## src/rtl/conv_seq_pkg.sv

```systemverilog
// Shared types and derived sizes for the convolution-pass sequencer.
//   state_t      : sequencer states, 3-bit encoding
//   calc_nw/ni   : number of weights / input pixels for one pass
//   calc_out/nr  : output map edge length / number of results for one pass
package conv_seq_pkg;

    typedef enum logic [2:0] {
        IDLE   = 3'd0,
        W_LOAD = 3'd1,
        GAP    = 3'd2,
        I_LOAD = 3'd3,
        DRAIN  = 3'd4,
        DONE   = 3'd5
    } state_t;

    function automatic int calc_nw(input int k_size);
        return k_size * k_size;
    endfunction

    function automatic int calc_ni(input int img_size);
        return img_size * img_size;
    endfunction

    function automatic int calc_out(input int img_size, input int k_size);
        return img_size - k_size + 1;
    endfunction

    function automatic int calc_nr(input int img_size, input int k_size);
        return calc_out(img_size, k_size) * calc_out(img_size, k_size);
    endfunction

endpackage

```

## src/rtl/conv_seq_ctrl_phase_cnt.sv

```systemverilog
// Loadable up-counter used for memory-address and result-count sequencing.
//   clk, rst_n : clock, asynchronous active-low reset
//   clr        : synchronous clear (highest priority)
//   ld, ld_val : synchronous load of ld_val
//   en         : count up by one
//   last       : terminal value; tc is high while cnt equals it
//   cnt        : current count
module phase_cnt
    import conv_seq_pkg::*;
#(
    parameter int ADDR_W = 16
) (
    input  logic              clk,
    input  logic              rst_n,
    input  logic              clr,
    input  logic              en,
    input  logic              ld,
    input  logic [ADDR_W-1:0] ld_val,
    input  logic [ADDR_W-1:0] last,
    output logic [ADDR_W-1:0] cnt,
    output logic              tc
);

    always_ff @(posedge clk or negedge rst_n) begin
        if (!rst_n) begin
            cnt <= '0;
        end else if (clr) begin
            cnt <= '0;
        end else if (ld) begin
            cnt <= ld_val;
        end else if (en) begin
            cnt <= cnt + 1'b1;
        end
    end

    assign tc = (cnt == last);

endmodule

```

## src/rtl/conv_seq_ctrl.sv

```systemverilog
// Sequencer for one convolution pass on the systolic array: on start it
// streams K*K weights, waits GAP_CYC idle cycles, streams IMG*IMG input
// pixels, then collects result strobes until all results are in or the
// array goes quiet for too long.
//   clk, rst_n      : clock, asynchronous active-low reset
//   start, abort    : pass request (IDLE only) / synchronous abort to IDLE
//   res_sig         : result-valid strobe from the array
//   w_load, i_load  : weight / input load strobes to the array
//   mem_addr        : shared read address for weight and input memories
//   res_we/res_addr : result-memory write enable and address
//   busy, done, err : status (not idle / completion pulse / timeout flag)
module conv_seq_ctrl
    import conv_seq_pkg::*;
#(
    parameter int IMG_SIZE = 14,
    parameter int K_SIZE   = 3,
    parameter int ADDR_W   = 16,
    parameter int GAP_CYC  = 2,
    parameter int TIMEOUT  = 1024
) (
    input  logic              clk,
    input  logic              rst_n,
    input  logic              start,
    input  logic              abort,
    input  logic              res_sig,
    output logic              w_load,
    output logic              i_load,
    output logic [ADDR_W-1:0] mem_addr,
    output logic              res_we,
    output logic [ADDR_W-1:0] res_addr,
    output logic              busy,
    output logic              done,
    output logic              err
);

    localparam int NW   = calc_nw(K_SIZE);
    localparam int NI   = calc_ni(IMG_SIZE);
    localparam int NR   = calc_nr(IMG_SIZE, K_SIZE);
    localparam int TO_W = $clog2(TIMEOUT) + 1;

    localparam logic [ADDR_W-1:0] NW_LAST  = ADDR_W'(NW - 1);
    localparam logic [ADDR_W-1:0] NI_LAST  = ADDR_W'(NI - 1);
    localparam logic [ADDR_W-1:0] NR_FULL  = ADDR_W'(NR);
    localparam logic [ADDR_W-1:0] GAP_LAST = (GAP_CYC > 0) ? ADDR_W'(GAP_CYC - 1) : '0;
    // The decision is taken in the cycle whose increment would make the
    // counter reach TIMEOUT-1.
    localparam logic [TO_W-1:0]   TO_LAST  = TO_W'(TIMEOUT - 2);

    state_t            state, state_nxt;
    logic [ADDR_W-1:0] ph_cnt, ph_last, r_cnt;
    logic              ph_tc, ph_clr, ph_en;
    logic              r_full, r_clr, r_en, capture;
    logic [TO_W-1:0]   to_cnt;
    logic              to_hit;

    assign capture = (state == I_LOAD) || (state == DRAIN);
    assign to_hit  = (state == DRAIN) && !res_sig && (to_cnt == TO_LAST);

    // Next state; abort overrides everything.
    always_comb begin
        state_nxt = state;
        case (state)
            IDLE:    if (start) state_nxt = W_LOAD;
            W_LOAD:  if (ph_tc) state_nxt = (GAP_CYC > 0) ? GAP : I_LOAD;
            GAP:     if (ph_tc) state_nxt = I_LOAD;
            I_LOAD:  if (ph_tc) state_nxt = DRAIN;
            DRAIN:   if (r_full || to_hit) state_nxt = DONE;
            DONE:    state_nxt = IDLE;
            default: state_nxt = IDLE;
        endcase
        if (abort) state_nxt = IDLE;
    end

    always_ff @(posedge clk or negedge rst_n) begin
        if (!rst_n) begin
            state <= IDLE;
        end else begin
            state <= state_nxt;
        end
    end

    // Phase counter: restarts at every state change and also times the gap.
    always_comb begin
        ph_last = '0;
        case (state)
            W_LOAD:  ph_last = NW_LAST;
            GAP:     ph_last = GAP_LAST;
            I_LOAD:  ph_last = NI_LAST;
            default: ph_last = '0;
        endcase
    end

    assign ph_clr = abort || (state == IDLE) || (state_nxt != state);
    assign ph_en  = (state == W_LOAD) || (state == GAP) || (state == I_LOAD);

    phase_cnt #(.ADDR_W(ADDR_W)) u_phase_cnt (
        .clk    (clk),
        .rst_n  (rst_n),
        .clr    (ph_clr),
        .en     (ph_en),
        .ld     (1'b0),
        .ld_val ('0),
        .last   (ph_last),
        .cnt    (ph_cnt),
        .tc     (ph_tc)
    );

    // Result counter saturates at NR so surplus strobes never write.
    assign r_clr = abort || ((state == IDLE) && start);
    assign r_en  = capture && res_sig && !r_full;

    phase_cnt #(.ADDR_W(ADDR_W)) u_result_cnt (
        .clk    (clk),
        .rst_n  (rst_n),
        .clr    (r_clr),
        .en     (r_en),
        .ld     (1'b0),
        .ld_val ('0),
        .last   (NR_FULL),
        .cnt    (r_cnt),
        .tc     (r_full)
    );

    always_ff @(posedge clk or negedge rst_n) begin
        if (!rst_n) begin
            to_cnt   <= '0;
            res_we   <= 1'b0;
            res_addr <= '0;
            err      <= 1'b0;
        end else if (abort) begin
            to_cnt   <= '0;
            res_we   <= 1'b0;
            res_addr <= '0;
        end else begin
            if (state != DRAIN || res_sig) begin
                to_cnt <= '0;
            end else begin
                to_cnt <= to_cnt + 1'b1;
            end
            res_we <= r_en;
            if (r_en) res_addr <= r_cnt;
            if ((state == IDLE) && start) begin
                err <= 1'b0;
            end else if (to_hit && !r_full) begin
                err <= 1'b1;
            end
        end
    end

    assign w_load   = (state == W_LOAD);
    assign i_load   = (state == I_LOAD);
    assign mem_addr = (w_load || i_load) ? ph_cnt : '0;
    assign busy     = (state != IDLE);
    assign done     = (state == DONE);

endmodule

```

## config.mk

```make
export PLATFORM = sky130hd
export DESIGN_NAME = conv_seq_ctrl
export DESIGN_NICKNAME = d
export VERILOG_FILES = /design/src/rtl/conv_seq_pkg.sv /design/src/rtl/conv_seq_ctrl_phase_cnt.sv /design/src/rtl/conv_seq_ctrl.sv
export SDC_FILE = /design/constraint.sdc
export NUM_CORES = 1
export LEC_CHECK = 0
export CAP_MARGIN = 40
export CORE_MARGIN = 4
export CORE_UTILIZATION = 35
export CTS_CLUSTER_DIAMETER = 60
export DETAILED_ROUTE_END_ITERATION = 8
export SYNTH_ARGS = -nofsm -noshare
export SYNTH_HDL_FRONTEND = slang
export SYNTH_SLANG_ARGS = --single-unit
```

## constraint.sdc

```tcl
create_clock -name clk -period 2.7 [get_ports clk]
set_clock_uncertainty 0.15 [all_clocks]
set_input_delay 0.27 -clock clk [delete_from_list [all_inputs] [get_ports clk]]
set_output_delay 0.27 -clock clk [all_outputs]
set_load 0.05 [all_outputs]
```

[After elaboration in Yosys (flattened, before gate mapping)]
Index checks and enable logic that the tools add are counted.
Word-level totals
  word-level logic and storage cells: 65
  flip-flop bits (word level): 64
  input port bits: 5
  output and inout bits: 38
Cells by class
  muxes and demuxes: 20
  bitwise gates (word level): 1
  reductions and logical operators: 24
  add/sub/neg operators: 3
  equal/unequal tests: 10
Operators with widths (number)
  2-to-1 mux 16 bit: 7
  adder 16 x 1 -> 16 bit, second input constant: 2
  one-hot mux 8 bit (3 select lines): 1
  2-to-1 mux 11 bit: 2
  2-to-1 mux 3 bit: 6
  equality test 16 x 8 -> 1 bit: 1
  equality test 16 x 8 -> 1 bit, second input constant: 1
  one-hot mux 3 bit (5 select lines): 1
  adder 11 x 1 -> 11 bit, second input constant: 1
  equality test 11 x 10 -> 1 bit, second input constant: 1
  logical OR 1 bit: 9
  nonzero test 2 bit: 4
  equality test 3 x 2 -> 1 bit, second input constant: 2
  equality test 3 bit, second input constant: 2
  logical AND 1 bit: 6
  equality test 3 x 1 -> 1 bit, second input constant: 1
  zero test 3 bit: 1
  2-to-1 mux 1 bit: 3
  != test 3 bit: 1
  != test 3 bit, second input constant: 1
  nonzero test 3 bit: 1
  zero test 1 bit: 2
  AND reduction 2 bit: 1
  NOT 1 bit: 1

[Depth between registers and ports, before layout]
Gate-level depths: netlist (run 1).
  depth after elaboration: 10
  gate-level depth with buffers: 9

[By module]
From an unflattened synthesis (run 1), not the netlist that was laid out.
Second synthesis, totals
  cell total of the unflattened synthesis: 436
  area total of the unflattened synthesis: 4125.2 sq um
By module, submodules not included
  phase_cnt: cells an instance 134, area an instance 1226.2 sq um, times used 2
  conv_seq_ctrl: cells an instance 168, area an instance 1672.9 sq um, times used 1

[Worst setup path before layout (run 1)]
No wires, ideal clock.
  path type: flip-flop to flip-flop
  start: register state[0]
  end: register u_phase_cnt.cnt[10]
  stages on the path, launching flop included: 9
  data arrival time: 2887 ps
  slack: -474 ps
  clock period less this slack: 3174 ps
  setup time: 137 ps
  data required time: 2413 ps
  cells stage by stage: dfrtp_1 buf_6 nor3b_1 xor2_1 or4_1 buf_6 o21ai_4 buf_4 a21oi_1
RTL lines
  start, declared: RTL line conv_seq_ctrl.sv:49  | state_t state, state_nxt;
  start signal, assigned: RTL line conv_seq_ctrl.sv:78  | state <= state_nxt;
  equality test 3 x 1 -> 1 bit (*)
  via w_load: RTL line conv_seq_ctrl.sv:26  | output logic w_load,
  one-hot mux 8 bit (3 select lines): RTL line conv_seq_ctrl.sv:85  | case (state)
  equality test 16 x 8 -> 1 bit: RTL line conv_seq_ctrl_phase_cnt.sv:36  | assign tc = (cnt == last);
  2-to-1 mux 3 bit, on equally long branches: RTL line conv_seq_ctrl.sv:66, conv_seq_ctrl.sv:64, conv_seq_ctrl.sv:65
  one-hot mux 3 bit (5 select lines): RTL line conv_seq_ctrl.sv:62  | case (state)
  2-to-1 mux 3 bit: RTL line conv_seq_ctrl.sv:71  | if (abort) state_nxt = IDLE;
  != test 3 bit: RTL line conv_seq_ctrl.sv:93  | assign ph_clr = abort || (state == IDLE) || (state_nxt != state);
  logical OR 1 bit: RTL line conv_seq_ctrl.sv:93
  2-to-1 mux 16 bit / nonzero test 2 bit (equally long branches)
  end signal, assigned: RTL line conv_seq_ctrl_phase_cnt.sv:30  | cnt <= ld_val;
  end signal, assigned: RTL line conv_seq_ctrl_phase_cnt.sv:32  | cnt <= cnt + 1'b1;
  end, declared: RTL line conv_seq_ctrl_phase_cnt.sv:20  | output logic [ADDR_W-1:0] cnt,
The timed path passes the listed nets; every way through them passes the cells marked *.
A chain may end at the register's enable or synchronous reset.

[Worst setup path after layout (run 1)]
  start: register u_phase_cnt.cnt[4]
  end: register u_phase_cnt.cnt[6]
On the way
  cells in the longest elaborated chain, start to end: 7
RTL lines (RTL line)
  equality test 16 x 8 -> 1 bit: conv_seq_ctrl_phase_cnt.sv:36
  2-to-1 mux 3 bit, on equally long branches: conv_seq_ctrl.sv:66, conv_seq_ctrl.sv:64, conv_seq_ctrl.sv:65
  one-hot mux 3 bit (5 select lines): conv_seq_ctrl.sv:62
  2-to-1 mux 3 bit: conv_seq_ctrl.sv:71
  != test 3 bit: conv_seq_ctrl.sv:93
  logical OR 1 bit: conv_seq_ctrl.sv:93
  2-to-1 mux 16 bit / nonzero test 2 bit (equally long branches)
Parallel ways exist; a longest one is shown, timed or not. The select of a mux whose other input is x is not followed.

==> out/qor.csv, run 1 <==
metric,value,unit
seq_area_frac_synth,46.90,%
die_h,106.8,um
worstPathArrival,2.52,ns
irDropWorstVdd,0.0004990,V
rsz0062_at_grt,no,
drtAntennaViolNets,0,
crit_path_end_kind,register,
cts_tree,built,
seqCellArea,1602,um2
whs,0.3040,ns
cp-endpoint,u_phase_cnt.cnt[6],
intPower,1.713,mW
setup_viol,0,
clock_path_buffers,2,
dpl.hpwl,5399,um
period_needed,2.469,ns
start_util,36.44,%
num_antenna_cells,0,
fin_setup_tns,0,ns
initialDrtViolationCount,115,
crit_type,register to register,
grtUsageTotal,14.73,%
p_leak,1.770,nW
first_global_vias,2833,
switchingPower,0.8108,mW
grt_pass1_wl,13500,um
avgSynthCellArea,9.179,um2
timing.fmax,405.1,MHz
worst-r2r-setup-slack,0.23,ns
fin_crit_sh,91.44,%
combinationalPowerShare,24.0,%
synth_top_area_share,46.90,%
num_rows,35,
multiInputGateArea,1673,um2
p_total,2.524,mW
root_buffer,clkbuf_8,
mostFrequentLayoutCell,dfrtp_1,
cap_viol_max_count,0,
reg2reg_depth,5,
status,"finished, final reports clean",
seq_power_share,41.1,%
clkPwrFrac,34.9,%
dieArea,11400,um2
hold_path_class,input pin to async pin,
required,2.75,ns
cts.sink_count,64,
drive_gt1_share,13.33,%
port_buffers,42,
synthToLayoutAreaGrowth,28.00,%
clk_pin_slew,0.07,ns
maxSlewHeadroom,62.76,%
cts_htree_levels,3,
synth_cell_types,50,
routed_via_density,5.077,
critPathLaunchType,register,
synth_edf_count,0,
syn_area,3415,um2
core_area,9371,um2
drc,0,
synth_ff_type,dfrtp_1,
finalHoldViolCount,0,
drt-total-wl,7679,um
power_per_cell_area,577.5,nW/um2
syn-num-nets,382,
yosysWarnings,0,
async_reset_ff_share,100.0,%
layout_common_cells,"dfrtp_1 (64), nand2_1 (53), a21oi_1 (37)",
gp_congestion,0.8533,
synth_area_leaders,"dfrtp_1 (47%), nand2_1 (5.8%), a21oi_1 (5.4%), xor2_1 (4.6%), xnor2_1 (4.1%)",
nFillCells,922,
io_pins,43,
clk_latency,0.34,ns
yosys_register_bits,64,
cts_setup_buffers,0,
vias,2787,
die_w,106.8,um
cts_buffers,9,
dr.pass1.iters,4,
r2r-end,u_phase_cnt.cnt[6],
fin_nets,425,
antenna_found_initial,0,
yosysTopAreaCell,dfrtp_1,
cp_max_fo,16,
grt_start_max_net_pins,43,
tightestPinTransition,0.5586,ns
avgRoutedWirePerCell,13.99,um
finalNonFillerCells,549,
placed_cells_incl_taps,532,
final_util,46.64,%
synth_cells,372,
slew_viol_final,0,
sw_frac_of_total,32.13,%
overflow,0,
crit_path_start,u_phase_cnt.cnt[4],
r2r_start,u_phase_cnt.cnt[4],
==> sequential cells by signal, indices dropped and copies added, names as in the netlist <==
register          cells
err                   1
u_phase_cnt.cnt      16
state                 3
u_result_cnt.cnt     16
res_addr             16
to_cnt               11
res_we                1
==> synthesized netlist by cell type, drive strengths merged, types with 2 or more instances <==
cell type / n
nor4b: 4
mux2i: 2
o31a: 2
nor2b: 2
and2: 17
o31ai: 2
buf: 8
nand4: 11
and4: 5
nor3b: 3
ha: 5
nor3: 7
inv: 7
a21oi: 37
nor2: 30
clkbuf: 15
nand3b: 2
dfrtp: 64
nand3: 10
nand2: 53
xor2: 18
a211oi: 2
xnor2: 16
and3: 9
or4: 3
nor4: 11
or3: 3
or2: 2
o21ai: 8
nand2b: 3
a31oi: 2
==> area by class of cell <==
class                   count  share of cell area (%)
repair buffers             55                   15.80
well taps                 129                   3.693
clock buffers              14                   4.180
inverters                   7                  0.6012
flip-flops and latches     64                   36.64
clock inverters             2                  0.8016
multi-input cells         278                   38.28
==> worst min-delay path by stage <==
stage               slack, ns  start      endpoint
floorplan               -0.18  rst_n           err
global placement         0.14  rst_n   res_addr[6]
detailed placement       0.15  rst_n   res_addr[6]
CTS                      0.31  rst_n  res_addr[10]
global route             0.36  rst_n  res_addr[11]
finish                   0.30  rst_n   res_addr[6]
==> per-stage QoR <==
stage               setup WS [ns]  instance area, um2
global route              0.01348                4370
global placement           0.2755                4140
CTS                       0.03819                4368
finish                     0.2312                4370
detailed placement         0.2491                4140
floorplan                 0.08490                3420
==> routing by layer <==
layer / vias up / GRT usage [%] / wire length, um
li1: 1383 / - / -
met1: 1349 / 19.65 / 3781
met2: 46 / 22.75 / 3455
met3: 9 / 4.395 / 337
met4: 0 / 5.205 / 105
met5: - / 0 / 0
==> power by group through the flow <==
stage                     clock [mW]  combinational, mW  sequential (mW)
after floorplan                    0              0.512             1.03
after global placement             0              0.597             1.05
after detailed placement           0              0.605             1.06
after CTS                      0.910              0.610             1.04
after global routing           0.952              0.660             1.04
final                          0.881              0.605             1.04
==> logic make-up after synthesis <==
group                      synth area share [%]
and+or+nand+nor                           27.01
DFF                                       46.90
AOI/OAI and AO/OA                         10.70
xor gates and xnor gates                  8.721
buffers and inverters                     4.251
adders and majority gates                 1.832
muxes                                    0.5863
==> critical path, cell delays in order (launching register included) <==
cell	delay, ns
dfrtp_1	0.43
nor4_1	0.30
nand3_1	0.14
or4_1	0.70
o21ai_4	0.45
a211oi_1	0.14
==> repair_timing <==
| action | CTS | global route |
|---|---|---|
| resized for setup | 0 | 1 |
| endpoints found under the setup margin | 0 | 1 |
| hold buffers | 1 | 0 |
| endpoints found under the hold margin | 22 | 0 |
(Power assumes the default switching activity.)
==> inputs of run 2 (changes only) <==
Settings changed: CTS_CLUSTER_DIAMETER 60 to default.
==> results of run 2 <==
No change in the layout: final DEF, timing and power equal those of run 1.
==> inputs of run 3 (changes only) <==
Settings changed: GPL_ROUTABILITY_DRIVEN from default to 0.
==> results of run 3 <==
No change in the layout: final DEF, timing and power equal those of run 1.
